<file path="src/rtl/emtf_tx_pkg.sv">
// Shared definitions for the EMTF track transmit formatter.
// Covers field widths, word bit offsets, qcode encodings and the per-track field decoder.
package emtf_tx_pkg;

    localparam int PT_W    = 9;
    localparam int QLT_W   = 4;
    localparam int ETA_W   = 9;
    localparam int PHI_W   = 8;
    localparam int QCODE_W = 4;
    localparam int ADDR_W  = 16;
    localparam int WORD_W  = 64;

    localparam int PT_LSB      = 0;
    localparam int QUAL_LSB    = 9;
    localparam int ETA_LSB     = 13;
    localparam int PHI_LSB     = 23;
    localparam int SPEC_LO_BIT = 31;
    localparam int CHG_BIT     = 32;
    localparam int CHGV_BIT    = 33;
    localparam int ID_LSB      = 34;
    localparam int SPEC_HI_BIT = 63;

    localparam logic [QCODE_W-1:0] QCODE_NONE   = 4'd0;
    localparam logic [QCODE_W-1:0] QCODE_SINGLE = 4'd1;
    localparam logic [QLT_W-1:0]   SINGLE_NOCHG_QLT = 4'd10;
    localparam logic [PT_W-1:0]    SINGLE_PT_BASE   = 9'd10;
    localparam int                 BX_MAX_DEFAULT   = 3563;

    typedef struct packed {
        logic [PT_W-1:0]  pt;
        logic [QLT_W-1:0] qual;
        logic             chg;
        logic             chg_v;
    } trk_fields_t;

    function automatic trk_fields_t decode_track(
        input logic [QCODE_W-1:0] qcode,
        input logic [QLT_W-1:0]   qlt,
        input logic [PT_W-1:0]    pt,
        input logic [ETA_W-1:0]   eta,
        input logic               crg,
        input logic               endcap
    );
        trk_fields_t      f;
        logic [ETA_W-1:0] abs_eta;
        f       = '{pt: pt, qual: qlt, chg: crg, chg_v: 1'b1};
        abs_eta = endcap ? ~eta : eta;
        if (qcode == QCODE_NONE) begin
            f.pt = '0;
        end else if (qcode == QCODE_SINGLE) begin
            // Single-LCT tracks carry no measured pT; it is estimated from the coarse |eta| bin.
            f.chg_v = (qlt != SINGLE_NOCHG_QLT);
            f.chg   = (qlt == SINGLE_NOCHG_QLT) ? 1'b0 : (qlt[0] ^ endcap);
            f.qual  = {2'b00, qlt[3:2]};
            f.pt    = SINGLE_PT_BASE - PT_W'(abs_eta[8:5]);
        end
        return f;
    endfunction

    function automatic logic [WORD_W-1:0] pack_word(
        input trk_fields_t       f,
        input logic [ETA_W-1:0]  eta,
        input logic [PHI_W-1:0]  phi,
        input logic [10:0]       bx11,
        input logic [1:0]        idx,
        input logic [ADDR_W-1:0] addr
    );
        logic [WORD_W-1:0] w;
        w = '0;
        w[PT_LSB +: PT_W]    = f.pt;
        w[QUAL_LSB +: QLT_W] = f.qual;
        w[ETA_LSB +: ETA_W]  = eta;
        w[PHI_LSB +: PHI_W]  = phi;
        w[CHG_BIT]           = f.chg;
        w[CHGV_BIT]          = f.chg_v;
        w[ID_LSB +: 29]      = {bx11, idx, addr};
        return w;
    endfunction

endpackage

</file>
<file path="src/rtl/track_tx_formatter_if.sv">
// Per-track input bundle and formatted link outputs of the track transmit formatter.
interface track_tx_formatter_if
    import emtf_tx_pkg::*;
#(
    parameter int NTRK = 3
);
    logic [NTRK-1:0][PT_W-1:0]    pt;
    logic [NTRK-1:0][QLT_W-1:0]   qlt;
    logic [NTRK-1:0][ETA_W-1:0]   eta;
    logic [NTRK-1:0][PHI_W-1:0]   phi;
    logic [NTRK-1:0]              crg;
    logic [NTRK-1:0][QCODE_W-1:0] qcode;
    logic [NTRK-1:0][ADDR_W-1:0]  trk_addr;
    logic [NTRK-1:0][WORD_W-1:0]  txdata;
    logic [NTRK-1:0][PT_W-1:0]    pt_tx;

    modport master (output pt, qlt, eta, phi, crg, qcode, trk_addr, input txdata, pt_tx);
    modport slave  (input pt, qlt, eta, phi, crg, qcode, trk_addr, output txdata, pt_tx);
endinterface

</file>
<file path="src/rtl/tx_rate_counter.sv">
// Saturating per-track event counter with a periodic latch-and-clear into the rate output.
module tx_rate_counter #(
    parameter int W = 26
) (
    input  logic         clk,
    input  logic         rst_n,
    input  logic         inc,
    input  logic         latch,
    output logic [W-1:0] rate
);
    logic [W-1:0] cnt;

    // NOTE: flops use non-blocking (<=) so every register samples pre-edge values.
    always_ff @(posedge clk or negedge rst_n) begin
        if (!rst_n) begin
            cnt  <= '0;
            rate <= '0;
        end else if (latch) begin
            rate <= cnt;
            cnt  <= '0;
        end else if (inc && (cnt != '1)) begin
            cnt <= cnt + W'(1);
        end
    end
endmodule

</file>
<file path="src/rtl/track_tx_formatter.sv">
// Formats NTRK track candidates into 64-bit link words with BX/sync side bits,
// hard-reset blanking, a test pattern mode and per-track rate monitoring.
module track_tx_formatter
    import emtf_tx_pkg::*;
#(
    parameter int NTRK   = 3,
    parameter int RATE_W = 26,
    parameter int HR_W   = 24,
    parameter int BX_MAX = BX_MAX_DEFAULT
) (
    input  logic                        clk,
    input  logic                        rst_n,
    track_tx_formatter_if.slave         trk,
    input  logic                        bc0,
    input  logic                        hard_reset,
    input  logic [HR_W-1:0]             hr_to,
    input  logic                        endcap,
    input  logic                        test_mode,
    input  logic [NTRK-1:0]             trk_mask,
    input  logic [RATE_W-1:0]           rate_period,
    output logic [NTRK-1:0][RATE_W-1:0] track_rate,
    output logic                        sync_err
);
    localparam int TEST_W = 30;

    logic [11:0]                 bxn;
    logic [HR_W-1:0]             hr_cnt;
    logic [15:0]                 pat_cnt;
    logic [RATE_W-1:0]           per_cnt;
    logic                        hr_active;
    logic                        rate_latch;
    logic [3:0]                  spec_lo;
    logic [3:0]                  spec_hi;
    logic [NTRK-1:0]             rate_inc;
    logic [NTRK-1:0][WORD_W-1:0] word_nxt;
    logic [NTRK-1:0][PT_W-1:0]   pt_nxt;
    trk_fields_t                 fld;

    assign hr_active = (hr_cnt != '0);
    // >= rather than == so a rate_period lowered below the running count latches at the next compare.
    assign rate_latch = (per_cnt >= rate_period);
    assign spec_lo    = {1'b0, bxn[2], bxn[0], bc0};
    assign spec_hi    = {2'b00, bxn[1], sync_err};

    // NOTE: every output of this block gets a default first, so no path can infer a latch.
    always_comb begin
        word_nxt = '0;
        pt_nxt   = '0;
        rate_inc = '0;
        fld      = '0;
        for (int i = 0; i < NTRK; i++) begin
            fld       = decode_track(trk.qcode[i], trk.qlt[i], trk.pt[i], trk.eta[i],
                                     trk.crg[i], endcap);
            pt_nxt[i] = fld.pt;
            if (test_mode) begin
                word_nxt[i][TEST_W-1:0] = {bxn, 2'(i), pat_cnt};
            end else if (!(hr_active || trk_mask[i])) begin
                word_nxt[i] = pack_word(fld, trk.eta[i], trk.phi[i], bxn[10:0], 2'(i),
                                        trk.trk_addr[i]);
            end
            // Side-channel bits stay live through blanking, masking and test mode.
            word_nxt[i][SPEC_LO_BIT] = spec_lo[i];
            word_nxt[i][SPEC_HI_BIT] = spec_hi[i];
            rate_inc[i] = (trk.qcode[i] != QCODE_NONE) && !hr_active && !trk_mask[i];
        end
    end

    always_ff @(posedge clk or negedge rst_n) begin
        if (!rst_n) begin
            trk.txdata <= '0;
            trk.pt_tx  <= '0;
            bxn        <= '0;
            sync_err   <= 1'b0;
            hr_cnt     <= '0;
            pat_cnt    <= '0;
            per_cnt    <= '0;
        end else begin
            trk.txdata <= word_nxt;
            trk.pt_tx  <= pt_nxt;
            bxn        <= bc0 ? 12'd0 : bxn + 12'd1;
            if (bc0 && (bxn != 12'(BX_MAX))) begin
                sync_err <= 1'b1;
            end
            if (hard_reset) begin
                hr_cnt <= hr_to;
            end else if (hr_active) begin
                hr_cnt <= hr_cnt - HR_W'(1);
            end
            pat_cnt <= pat_cnt + 16'd1;
            per_cnt <= rate_latch ? '0 : per_cnt + RATE_W'(1);
        end
    end

    for (genvar g = 0; g < NTRK; g++) begin : g_rate
        tx_rate_counter #(.W(RATE_W)) u_rate (
            .clk   (clk),
            .rst_n (rst_n),
            .inc   (rate_inc[g]),
            .latch (rate_latch),
            .rate  (track_rate[g])
        );
    end
endmodule

</file>
<file path="src/flat_wrapper.sv">
// flat-port wrapper written by rule: the top's interface ports become plain ports
module track_tx_formatter_flat import emtf_tx_pkg::*;
#(
    parameter int NTRK   = 3,
    parameter int RATE_W = 26,
    parameter int HR_W   = 24,
    parameter int BX_MAX = BX_MAX_DEFAULT
)
  (clk, rst_n, bc0, hard_reset, hr_to, endcap, test_mode, trk_mask, rate_period, track_rate, sync_err, trk_pt, trk_qlt, trk_eta, trk_phi, trk_crg, trk_qcode, trk_trk_addr, trk_txdata, trk_pt_tx);
  track_tx_formatter_if #(.NTRK(NTRK)) trk_i ();
  input  logic clk;
  input  logic rst_n;
  input  logic bc0;
  input  logic hard_reset;
  input  logic [HR_W-1:0] hr_to;
  input  logic endcap;
  input  logic test_mode;
  input  logic [NTRK-1:0] trk_mask;
  input  logic [RATE_W-1:0] rate_period;
  output logic [NTRK-1:0][RATE_W-1:0] track_rate;
  output logic sync_err;
  input wire logic [$bits(trk_i.pt)-1:0] trk_pt;
  input wire logic [$bits(trk_i.qlt)-1:0] trk_qlt;
  input wire logic [$bits(trk_i.eta)-1:0] trk_eta;
  input wire logic [$bits(trk_i.phi)-1:0] trk_phi;
  input wire logic [$bits(trk_i.crg)-1:0] trk_crg;
  input wire logic [$bits(trk_i.qcode)-1:0] trk_qcode;
  input wire logic [$bits(trk_i.trk_addr)-1:0] trk_trk_addr;
  output wire logic [$bits(trk_i.txdata)-1:0] trk_txdata;
  output wire logic [$bits(trk_i.pt_tx)-1:0] trk_pt_tx;
  assign trk_i.pt = trk_pt;
  assign trk_i.qlt = trk_qlt;
  assign trk_i.eta = trk_eta;
  assign trk_i.phi = trk_phi;
  assign trk_i.crg = trk_crg;
  assign trk_i.qcode = trk_qcode;
  assign trk_i.trk_addr = trk_trk_addr;
  assign trk_txdata = trk_i.txdata;
  assign trk_pt_tx = trk_i.pt_tx;
  track_tx_formatter #(.NTRK(NTRK), .RATE_W(RATE_W), .HR_W(HR_W), .BX_MAX(BX_MAX)) u_core (.clk(clk), .rst_n(rst_n), .trk(trk_i), .bc0(bc0), .hard_reset(hard_reset), .hr_to(hr_to), .endcap(endcap), .test_mode(test_mode), .trk_mask(trk_mask), .rate_period(rate_period), .track_rate(track_rate), .sync_err(sync_err));
endmodule
</file>
<file path="config.mk">
export PLATFORM = sky130hd
export DESIGN_NAME = track_tx_formatter_flat
export DESIGN_NICKNAME = d
export VERILOG_FILES = /design/src/rtl/emtf_tx_pkg.sv /design/src/rtl/track_tx_formatter_if.sv /design/src/rtl/tx_rate_counter.sv /design/src/rtl/track_tx_formatter.sv /design/src/flat_wrapper.sv
export SDC_FILE = /design/constraint.sdc
export NUM_CORES = 1
export LEC_CHECK = 0
export CAP_MARGIN = 20
export CORE_ASPECT_RATIO = 0.8
export CORE_MARGIN = 1.5
export CORE_UTILIZATION = 40
export DETAILED_ROUTE_END_ITERATION = 16
export PLACE_DENSITY = 0.68
export SLEW_MARGIN = 10
export SYNTH_ARGS = -nofsm -noshare
export SYNTH_HDL_FRONTEND = slang
export SYNTH_HIERARCHICAL = 1
export SYNTH_SLANG_ARGS = --single-unit
</file>
<file path="constraint.sdc">
create_clock -name clk -period 4.85 [get_ports clk]
set_clock_uncertainty 0.2 [all_clocks]
set_input_delay 0.7275 -clock clk [delete_from_list [all_inputs] [get_ports clk]]
set_output_delay 0.7275 -clock clk [all_outputs]
set_load 0.05 [all_outputs]
</file>
==> metrics.yaml <==
outcome:
  status: "complete, no violations"
drt:
  vias_per_cell: 5.337
  ant_nets: 0
  drc: 0
  drtPass1Iterations: 6
  detail_route.wirelength_mm: 60.23
  drt_iter0_drc: 1122
  vias: 15355
  avgRoutedWirePerCell_um: 20.93
global_routing:
  grt_pass1_vias: 15349
  grt_max_degree: 120
  grt_pass1_wl_mm: 93.08
  grt-ovfl-total: 0
  track_usage_pct: 23.83
  antenna_found_initial: 10
logic_synthesis:
  synth_top_family_by_area: "simple AND/OR/NAND/NOR gates"
  synthFlopType: "dfrtp_1"
  synth_seq_cells: 447
  yosysSeqAreaShare_pct: 57.15
  synth_simple_gate_area_share_pct: 16.69
  netlist_area_um2: 19570
  ys_types: 62
  synth_top_area_cell: "dfrtp_1"
  synth_compound_area_share_pct: 10.32
  yosys.area_share.adder_pct: 2.327
  syn_area_per_cell_um2: 11.39
  ys_warn_count: 6
  yosys-top-cells-area: "dfrtp_1 (57%), mux2_2 (4.5%), a22o_1 (3.1%), and2_1 (3.0%), xnor2_1 (2.6%)"
  netlist_instances: 1718
  synth_xor_area_share_pct: 4.430
  netlist.area_leader.share_pct: 57.15
  synth_edf_count: 0
  synthMuxAreaShare_pct: 5.453
  ys_async_sr_fraction_pct: 100.0
sta:
  setup_slack_ns: 0.4753
  timing.final.crit_share_pct: 90.20
  min_period_ns: 4.375
  setup_viol: 0
  hold_ws_ns: 0.07707
  fmax_ghz: 0.2286
  tns_ns: 0
  grt_setup_unrepaired: "no"
  slew_viol_final: 0
  hold_viol: 0
  worst_pin_slew_ns: 0.9874
  slew_headroom_pct: 33.57
power:
  power.leakage_uw: 0.01190
  cellPowerDensity_nw_per_um2: 310.3
  peakVddDrop_mv: 0.2464
cts:
  cts_inserted_buffers: 47
  clock_latency_ns: 0.57
  ctsHoldBuffers: 0
  post-cts-setup-buffers: 0
  cts_tree: "yes"
  cts_buffer_depth: 3
  ctsResizeCount: 0
  htree_levels: 2
  cts.sinks: 447
  cts_root_buf: "clkbuf_16"
  path_clk_slew_ns: 0.07
finish:
  final_common_cell: "clkdlybuf4s50_1"
  fillerInstances: 4067
  seqCellArea_um2: 11190
  multi_input_area_um2: 7709
  fin_nets: 2449
  final_cell_area_um2: 26920
  layout_common_cells: "clkdlybuf4s50_1 (502), dfrtp_1 (447), nand2_1 (102), and2_1 (94), nor2_1 (84)"
  fin_cells: 2877
  layout-drive-gt1-share_pct: 9.464
  area_growth_pct: 37.52
job:
  drv_cap: 0
critical_path:
  path_class: "reg -> reg"
  cpMaxStageDelayCell: "or4_4"
  slowest_delay_ns: 0.66
  critPathMaxFanout: 13
  r2r_slack_ns: 0.48
  cp-start-kind: "flop"
  regToRegEndpoint: "u_core/g_rate[0].u_rate/cnt[22]$_DFFE_PN0P_"
  reg2reg_from: "u_core/hr_cnt[8]$_DFFE_PN0P_"
  arrival_ns: 4.67
  end_kind: "flop"
  path_cells: "or4_1 -> or4_4 -> or4_4 -> nor3_2 -> and4_1 -> nand3_1 -> nor4_1 -> nand3_1 -> a21oi_1"
  reg2reg_depth: 9
  cp_data_required_time_ns: 5.15
floorplan:
  die_w_um: 250.3
  io_pins: 510
  rows: 72
  start_util_pct: 40.53
  core-area_um2: 48290
  die-height_um: 200.9
  die-area_um2: 50280
placement:
  port_buffers: 504
  dp_hpwl_mm: 43.57
  dpl_cell_area_um2: 25240
  gp_congestion: 0.9203
  post-place-ws_ns: 0.4590
  placed_cells: 2783
hold_path:
  hold_class: "in -> async"
[power by group]
group | total (µW) | internal (µW) | switching [µW]
combinational | 691 | 300 | 391
sequential | 3850 | 3790 | 59.0
clock | 3810 | 2300 | 1510
[logic make-up after synthesis]
| group | Yosys count |
|---|---|
| multiplexers | 96 |
| other | 1 |
| flip-flops | 447 |
| adder cells (fa/ha/maj) | 37 |
| AO/OA/AOI/OAI | 278 |
| AND/OR/NAND/NOR | 600 |
| XOR/XNOR | 99 |
| buffers and inverters | 160 |
[worst max-delay path: cells and delay by family, from the launching register on]
kind / cells / cell delay, ns
compound gates: 1 / 0.16
flops: 1 / 0.42
simple gates: 8 / 3.50
[worst max path at each step]
stage	slack, ns	startpoint	endpoint
after global routing	0.28	u_core/hr_cnt[8]$_DFFE_PN0P_	u_core/g_rate[0].u_rate/cnt[22]$_DFFE_PN0P_
after global placement	0.59	u_core/hr_cnt[8]$_DFFE_PN0P_	u_core/g_rate[0].u_rate/cnt[22]$_DFFE_PN0P_
after CTS	0.45	u_core/hr_cnt[8]$_DFFE_PN0P_	u_core/g_rate[0].u_rate/cnt[22]$_DFFE_PN0P_
after detailed placement	0.46	u_core/hr_cnt[8]$_DFFE_PN0P_	u_core/g_rate[0].u_rate/cnt[22]$_DFFE_PN0P_
final	0.48	u_core/hr_cnt[8]$_DFFE_PN0P_	u_core/g_rate[0].u_rate/cnt[22]$_DFFE_PN0P_
after floorplan	0.85	u_core/hr_cnt[8]$_DFFE_PN0P_	u_core/g_rate[1].u_rate/cnt[22]$_DFFE_PN0P_
[layer usage]
metal | track usage, % | up-vias | wire length, µm
li1 | - | 7074 | -
met1 | 32.07 | 7608 | 26080
met2 | 38.20 | 566 | 28420
met3 | 5.239 | 103 | 4045
met4 | 7.965 | 4 | 1650
met5 | 0 | - | 31
[through the flow]
| step | total power [µW] | utilization, % |
|---|---|---|
| floorplan | 4203 | - |
| finish | 8353 | 55.74 |
| CTS | 8457 | 55.70 |
| detailed placement | 4614 | 52.27 |
| global placement | 4604 | 52.27 |
| global route | 8673 | 55.73 |
[synth_stat cells, drive strengths merged, types with 56 or more instances]
master	instances
dfrtp	447
nand2	102
and2	94
mux2	85
nor2	84
nand3	73
a22o	69
nor3	68
clkbuf	66
inv	62
xnor2	59
o21ai	56
[state kept, by name, indices dropped and copies added (netlist names)]
signal and flops:
u_core/pat_cnt 16, u_core/per_cnt 26, u_core/trk.pt_tx 27, u_core/trk.txdata 185, u_core/g_rate.u_rate/rate 78, u_core/g_rate.u_rate/cnt 78
u_core/sync_err 1, u_core/bxn 12, u_core/hr_cnt 24
[area by class of cell]
cell class	instances	share of cell area, %
diodes	8	0.07437
clock buffers	71	5.457
clock inverters	15	0.7019
inverters	63	0.8832
multi-input cells	1115	28.64
flip-flops and latches	447	41.56
well taps	629	2.924
repair buffers	529	19.76
No activity file was read; power rests on OpenSTA's default activity.
